**src/rtl/nios2_ht18_wang_fu_de2_pio_keyin_if.sv**
```systemverilog
`default_nettype none
// ============================================================================
//  Module      : nios2_ht18_wang_fu_de2_pio_keyin_if
//  Description : Avalon-MM slave bus and interrupt line of the key-input PIO.
//  Revision    : 1.0 - initial release
// ============================================================================
interface nios2_ht18_wang_fu_de2_pio_keyin_if;
    logic [1:0]  address;
    logic        chipselect;
    logic        write_n;
    logic [31:0] writedata;
    logic [31:0] readdata;
    logic        irq;

    modport master (
        output address,
        output chipselect,
        output write_n,
        output writedata,
        input  readdata,
        input  irq
    );

    modport slave (
        input  address,
        input  chipselect,
        input  write_n,
        input  writedata,
        output readdata,
        output irq
    );
endinterface
`default_nettype wire

```
**src/rtl/nios2_ht18_wang_fu_de2_pio_keyin.sv**
```systemverilog
`default_nettype none
// ============================================================================
//  Module      : nios2_ht18_wang_fu_de2_pio_keyin
//  Description : Input PIO for DE2 keys/switches. Two-flop synchroniser,
//                optional per-bit debounce, sticky edge capture with
//                write-1-to-clear, maskable level interrupt, zero-wait reads.
//  Revision    : 1.0 - initial release
// ============================================================================
module nios2_ht18_wang_fu_de2_pio_keyin #(
    parameter int WIDTH           = 4,
    parameter int EDGE_TYPE       = 1,
    parameter int DEBOUNCE_CYCLES = 0
) (
    input  wire logic             clk,
    input  wire logic             reset,
    input  wire logic [WIDTH-1:0] in_port,
    nios2_ht18_wang_fu_de2_pio_keyin_if.slave avs
);

    localparam logic [1:0] c_ADDR_DATA = 2'd0;
    localparam logic [1:0] c_ADDR_MASK = 2'd2;
    localparam logic [1:0] c_ADDR_EDGE = 2'd3;

    logic [WIDTH-1:0] r_sync1;
    logic [WIDTH-1:0] r_sync2;
    logic [WIDTH-1:0] w_deb;
    logic [WIDTH-1:0] r_prev;
    logic [WIDTH-1:0] r_edge_capture;
    logic [WIDTH-1:0] r_irq_mask;
    logic [WIDTH-1:0] w_edge;
    logic [WIDTH-1:0] w_clear;
    logic             w_write;
    logic [31:0]      w_readdata;
    logic             w_unused_wdata;

    // Upper write-data bits beyond WIDTH carry no meaning for this block.
    assign w_unused_wdata = ^avs.writedata;

    // Two-flop synchroniser for the asynchronous pins.
    always_ff @(posedge clk or posedge reset) begin
        if (reset) begin
            r_sync1 <= '0;
            r_sync2 <= '0;
        end else begin
            r_sync1 <= in_port;
            r_sync2 <= r_sync1;
        end
    end

    generate
        if (DEBOUNCE_CYCLES == 0) begin : g_bypass
            logic [WIDTH-1:0] r_deb;

            // No filtering: the synchronised value is taken every cycle.
            always_ff @(posedge clk or posedge reset) begin
                if (reset) begin
                    r_deb <= '0;
                end else begin
                    r_deb <= r_sync2;
                end
            end

            assign w_deb = r_deb;
        end else begin : g_debounce
            localparam int c_CNT_W = (DEBOUNCE_CYCLES > 1) ? $clog2(DEBOUNCE_CYCLES) : 1;
            localparam logic [c_CNT_W-1:0] c_CNT_LAST = c_CNT_W'(DEBOUNCE_CYCLES - 1);

            for (genvar i = 0; i < WIDTH; i++) begin : g_bit
                logic [c_CNT_W-1:0] r_cnt;
                logic               r_deb_bit;

                // Accept a new level only after it has differed from the
                // filtered value for DEBOUNCE_CYCLES consecutive cycles.
                always_ff @(posedge clk or posedge reset) begin
                    if (reset) begin
                        r_cnt     <= '0;
                        r_deb_bit <= 1'b0;
                    end else if (r_sync2[i] == r_deb_bit) begin
                        r_cnt     <= '0;
                    end else if (r_cnt == c_CNT_LAST) begin
                        r_cnt     <= '0;
                        r_deb_bit <= r_sync2[i];
                    end else begin
                        r_cnt     <= r_cnt + 1'b1;
                    end
                end

                assign w_deb[i] = r_deb_bit;
            end
        end
    endgenerate

    // Edge selection from the current and previous filtered value.
    always_comb begin
        w_edge = '0;
        if (EDGE_TYPE == 0) begin
            w_edge = w_deb & ~r_prev;
        end else if (EDGE_TYPE == 1) begin
            w_edge = ~w_deb & r_prev;
        end else begin
            w_edge = w_deb ^ r_prev;
        end
    end

    assign w_write = avs.chipselect & ~avs.write_n;
    assign w_clear = (w_write && (avs.address == c_ADDR_EDGE)) ? avs.writedata[WIDTH-1:0] : '0;

    // Previous-value register; a new edge outranks a same-cycle clear.
    always_ff @(posedge clk or posedge reset) begin
        if (reset) begin
            r_prev         <= '0;
            r_edge_capture <= '0;
        end else begin
            r_prev         <= w_deb;
            r_edge_capture <= (r_edge_capture & ~w_clear) | w_edge;
        end
    end

    // Interrupt mask register, written through address 2.
    always_ff @(posedge clk or posedge reset) begin
        if (reset) begin
            r_irq_mask <= '0;
        end else if (w_write && (avs.address == c_ADDR_MASK)) begin
            r_irq_mask <= avs.writedata[WIDTH-1:0];
        end
    end

    // Zero-wait read mux; unused bits and address 1 read as zero.
    always_comb begin
        w_readdata = '0;
        case (avs.address)
            c_ADDR_DATA: w_readdata[WIDTH-1:0] = w_deb;
            c_ADDR_MASK: w_readdata[WIDTH-1:0] = r_irq_mask;
            c_ADDR_EDGE: w_readdata[WIDTH-1:0] = r_edge_capture;
            default:     w_readdata            = '0;
        endcase
    end

    assign avs.readdata = w_readdata;
    assign avs.irq      = |(r_edge_capture & r_irq_mask);

endmodule
`default_nettype wire

```
**src/flat_wrapper.sv**
```systemverilog
// flat-port wrapper written by rule: the top's interface ports become plain ports
module nios2_ht18_wang_fu_de2_pio_keyin_flat 
#(
    parameter int WIDTH           = 4,
    parameter int EDGE_TYPE       = 1,
    parameter int DEBOUNCE_CYCLES = 0
)
  (clk, reset, in_port, avs_address, avs_chipselect, avs_write_n, avs_writedata, avs_readdata, avs_irq);
  nios2_ht18_wang_fu_de2_pio_keyin_if avs_i ();
  input  wire logic clk;
  input  wire logic reset;
  input  wire logic [WIDTH-1:0] in_port;
  input wire logic [$bits(avs_i.address)-1:0] avs_address;
  input wire logic [$bits(avs_i.chipselect)-1:0] avs_chipselect;
  input wire logic [$bits(avs_i.write_n)-1:0] avs_write_n;
  input wire logic [$bits(avs_i.writedata)-1:0] avs_writedata;
  output wire logic [$bits(avs_i.readdata)-1:0] avs_readdata;
  output wire logic [$bits(avs_i.irq)-1:0] avs_irq;
  assign avs_i.address = avs_address;
  assign avs_i.chipselect = avs_chipselect;
  assign avs_i.write_n = avs_write_n;
  assign avs_i.writedata = avs_writedata;
  assign avs_readdata = avs_i.readdata;
  assign avs_irq = avs_i.irq;
  nios2_ht18_wang_fu_de2_pio_keyin #(.WIDTH(WIDTH), .EDGE_TYPE(EDGE_TYPE), .DEBOUNCE_CYCLES(DEBOUNCE_CYCLES)) u_core (.clk(clk), .reset(reset), .in_port(in_port), .avs(avs_i));
endmodule
```
**config.mk**
```make
export PLATFORM = sky130hd
export DESIGN_NAME = nios2_ht18_wang_fu_de2_pio_keyin_flat
export DESIGN_NICKNAME = d
export VERILOG_FILES = /design/src/rtl/nios2_ht18_wang_fu_de2_pio_keyin_if.sv /design/src/rtl/nios2_ht18_wang_fu_de2_pio_keyin.sv /design/src/flat_wrapper.sv
export SDC_FILE = /design/constraint.sdc
export NUM_CORES = 1
export LEC_CHECK = 0
export BUFFER_PORTS_ARGS = -buffer_cell sky130_fd_sc_hd__buf_2
export CAP_MARGIN = 20
export CORE_MARGIN = 2
export CORE_UTILIZATION = 37
export DETAILED_ROUTE_END_ITERATION = 16
export GPL_ROUTABILITY_DRIVEN = 0
export PLACE_DENSITY = 0.73
export SETUP_SLACK_MARGIN = 0.15
export SYNTH_ARGS = -nofsm -noshare
export SYNTH_HDL_FRONTEND = slang
export SYNTH_SLANG_ARGS = --single-unit
export TNS_END_PERCENT = 50
```
**constraint.sdc**
```tcl
create_clock -name clk -period 0.8 [get_ports clk]
set_clock_uncertainty 0.05 [all_clocks]
set_input_delay 0.04 -clock clk [delete_from_list [all_inputs] [get_ports clk]]
set_output_delay 0.04 -clock clk [all_outputs]
set_load 0.02 [all_outputs]
```
==> results.py <==
metrics = {
    "global_routing": {
        "grt_pass1_vias": 608,
        "grt_overflow": 0,
        "antenna_found_initial": 0,
        "grt_start_max_net_pins": 25,
        "grt_usage_pct": 10.1,
        "grt_pass1_wl_mm": 2.61,
    },
    "clock_network": {
        "cts.path.max_buffers": 2,
        "cts-root-buf": "clkbuf_4",
        "cts_tree": "built",
        "clkTransAtPathRegs_ns": 0.11,
        "h-tree-depth": 1,
        "cts_hold_buf": 5,
        "insertion_delay_ns": 0.30,
        "numCtsBuffers": 3,
        "numClockSinks": 24,
    },
    "setup_path": {
        "path_class": "reg -> out",
        "critPathCaptureType": "primary output",
        "r2r_slack_ns": -0.16,
        "crit_fanout": 3,
        "critical_path_required_ns": 0.71,
        "cp-start-kind": "flop",
        "arrival_ns": 1.16,
    },
    "floorplan": {
        "start_util_pct": 39.8,
        "rows": 19,
        "dieArea_um2": 3470,
        "die_width_um": 58.9,
        "boundaryPins": 75,
        "die_h_um": 58.9,
        "design.core.area_um2": 2810,
    },
    "timing": {
        "period_share_pct": 156,
        "period_needed_ns": 1.25,
        "slew_violations": 0,
        "layout_setup_ws_ns": -0.448,
        "finalSetupViolCount": 11,
        "setup-tns-final_ns": -2.59,
        "hold_ws_ns": -0.0643,
        "rsz0062_at_grt": "yes",
        "hold_viol_final": 4,
        "fmax_mhz": 801,
    },
    "finish": {
        "drive_above_1_share_pct": 32.8,
        "utilization_pct": 46.8,
        "multiInputGateArea_um2": 380,
        "diodes": 0,
        "regArea_um2": 601,
        "fin_cells": 156,
        "design_area_um2": 1310,
        "area_delta_synth_final_pct": 17.7,
        "fin_nets": 169,
        "fillers": 266,
    },
    "drt": {
        "drtPass1Iterations": 10,
        "wl_mm": 1.80,
        "drt-wirelength-per-cell_um": 11.6,
        "vias": 675,
        "drtIter0Drc": 18,
        "drt_drc_violations_left": 8,
        "viasPerCell": 4.33,
        "antenna_left": 0,
    },
    "hold_path": {
        "hold_path.class": "in -> reg",
    },
    "placed_design": {
        "postPlaceCellArea_um2": 1170,
        "port_buffers": 18,
        "place_inst": 146,
        "dp_slack_ns": -0.215,
        "dp_hpwl_mm": 1.29,
    },
    "logic_synthesis": {
        "yosysWarnings": 0,
        "yosysTopAreaCellShare_pct": 53.8,
        "ys_seq_area_share_pct": 53.8,
        "synth.top_cells.by_count": "28 x buf_4, 24 x dfrtp_1, 9 x inv_1",
        "ys.flop_type": "dfrtp_1",
        "syn_area_um2": 1120,
        "syn_avg_cell_area_um2": 12.0,
        "synth_edf_count": 0,
        "synthCells": 93,
        "async_flop_share_pct": 100,
        "yosysTopAreaCell": "dfrtp_1",
        "synth-seq-cells": 24,
        "synth_cell_types": 15,
        "yosysMostFrequentCell": "buf_4",
        "synth_area_leaders": "dfrtp_1 54%, buf_4 19%, mux2_4 5.4%",
    },
    "run_status": {
        "run_status": "complete, but fails checks",
        "violations": "design-rule violations, negative hold slack, negative setup slack",
    },
    "power_and_ir_drop": {
        "p_total_mw": 2.39,
        "powerDensity_nw_per_um2": 1820,
        "p_leak_nw": 0.692,
        "vdd_ir_drop_max_uv": 906,
    },
    "job": {
        "cap_violations": 0,
    },
}
[cells by family after synthesis]
| family | after synthesis | synth area share, % |
|---|---|---|
| DFF | 24 | 53.8 |
| AOI/OAI and AO/OA | 10 | 6.28 |
| buffers and inverters | 39 | 23.9 |
| other | 1 | 0.336 |
| muxes | 8 | 8.97 |
| and+or+nand+nor | 11 | 6.73 |
[timing repair]
item                                    CTS  global route
gates cloned                              0             0
endpoints found under the hold margin    33             7
pin swaps                                 0             2
endpoints found under the setup margin   14            26
buffers inserted                          1             1
gates resized for setup                   3            12
[layout by cell type (no fill, tap or decap), drive strengths merged, types with 2 or more instances in the layout]
cell type / Yosys / final
o21ai: 4 / 4
dfrtp: 24 / 24
o221ai: 4 / 4
conb: 1 / 28
buf: 30 / 27
clkbuf: 0 / 3
mux2i: 4 / 4
nand3: 4 / 4
nand2b: 4 / 4
dlygate4sd3: 0 / 5
a22oi: 2 / 2
inv: 9 / 9
mux2: 4 / 4
[state kept, by name (all words and copies together) (netlist names)]
register	count
u_core.r_edge_capture	4
u_core.r_prev	4
u_core.g_bypass.r_deb	4
u_core.r_sync1	4
u_core.r_irq_mask	4
u_core.r_sync2	4
[report_power, final]
| part | internal (mW) | switching [mW] |
|---|---|---|
| combinational | 0.239 | 0.300 |
| sequential | 1.30 | 0.0663 |
| clock | 0.176 | 0.306 |
[critical path, stage by stage, from the launching register on]
cell,delay (ns)
dfrtp_1,0.43
a22oi_2,0.20
nand2_1,0.09
buf_6,0.14
[cell type report]
cell class / instances / area share (%)
repair buffers: 32 / 18.1
well taps: 31 / 2.95
inverters: 9 / 2.57
multi-input cells: 57 / 29.0
flip-flops and latches: 24 / 45.7
clock buffers: 3 / 1.71
[layer usage]
| layer | up-vias | global-route usage (%) | routed length [um] |
|---|---|---|---|
| li1 | 313 | - | - |
| met1 | 315 | 12.7 | 741 |
| met2 | 45 | 16.3 | 868 |
| met3 | 2 | 3.74 | 181 |
| met4 | 0 | 2.92 | 11 |
| met5 | - | 0 | 0 |
[path summary, 6_finish.rpt]
| kind | endpoint | cells after the start | from |
|---|---|---|---|
| setup / recovery | avs_irq | 3 | u_core.r_irq_mask[0]$_DFFE_PP0P_ |
| hold / removal | u_core.r_irq_mask[3]$_DFFE_PP0P_ | 2 | avs_writedata[3] |
| setup reg to reg | u_core.r_edge_capture[0]$_DFF_PP0_ | 4 | u_core.r_edge_capture[0]$_DFF_PP0_ |
| hold reg to reg | u_core.r_sync2[3]$_DFF_PP0_ | 0 | u_core.r_sync1[3]$_DFF_PP0_ |
| max in group asynchronous | u_core.r_sync1[3]$_DFF_PP0_ | 4 | reset |
| min in group asynchronous | u_core.r_sync1[0]$_DFF_PP0_ | 4 | reset |
Power figures use the tool's default switching activity.
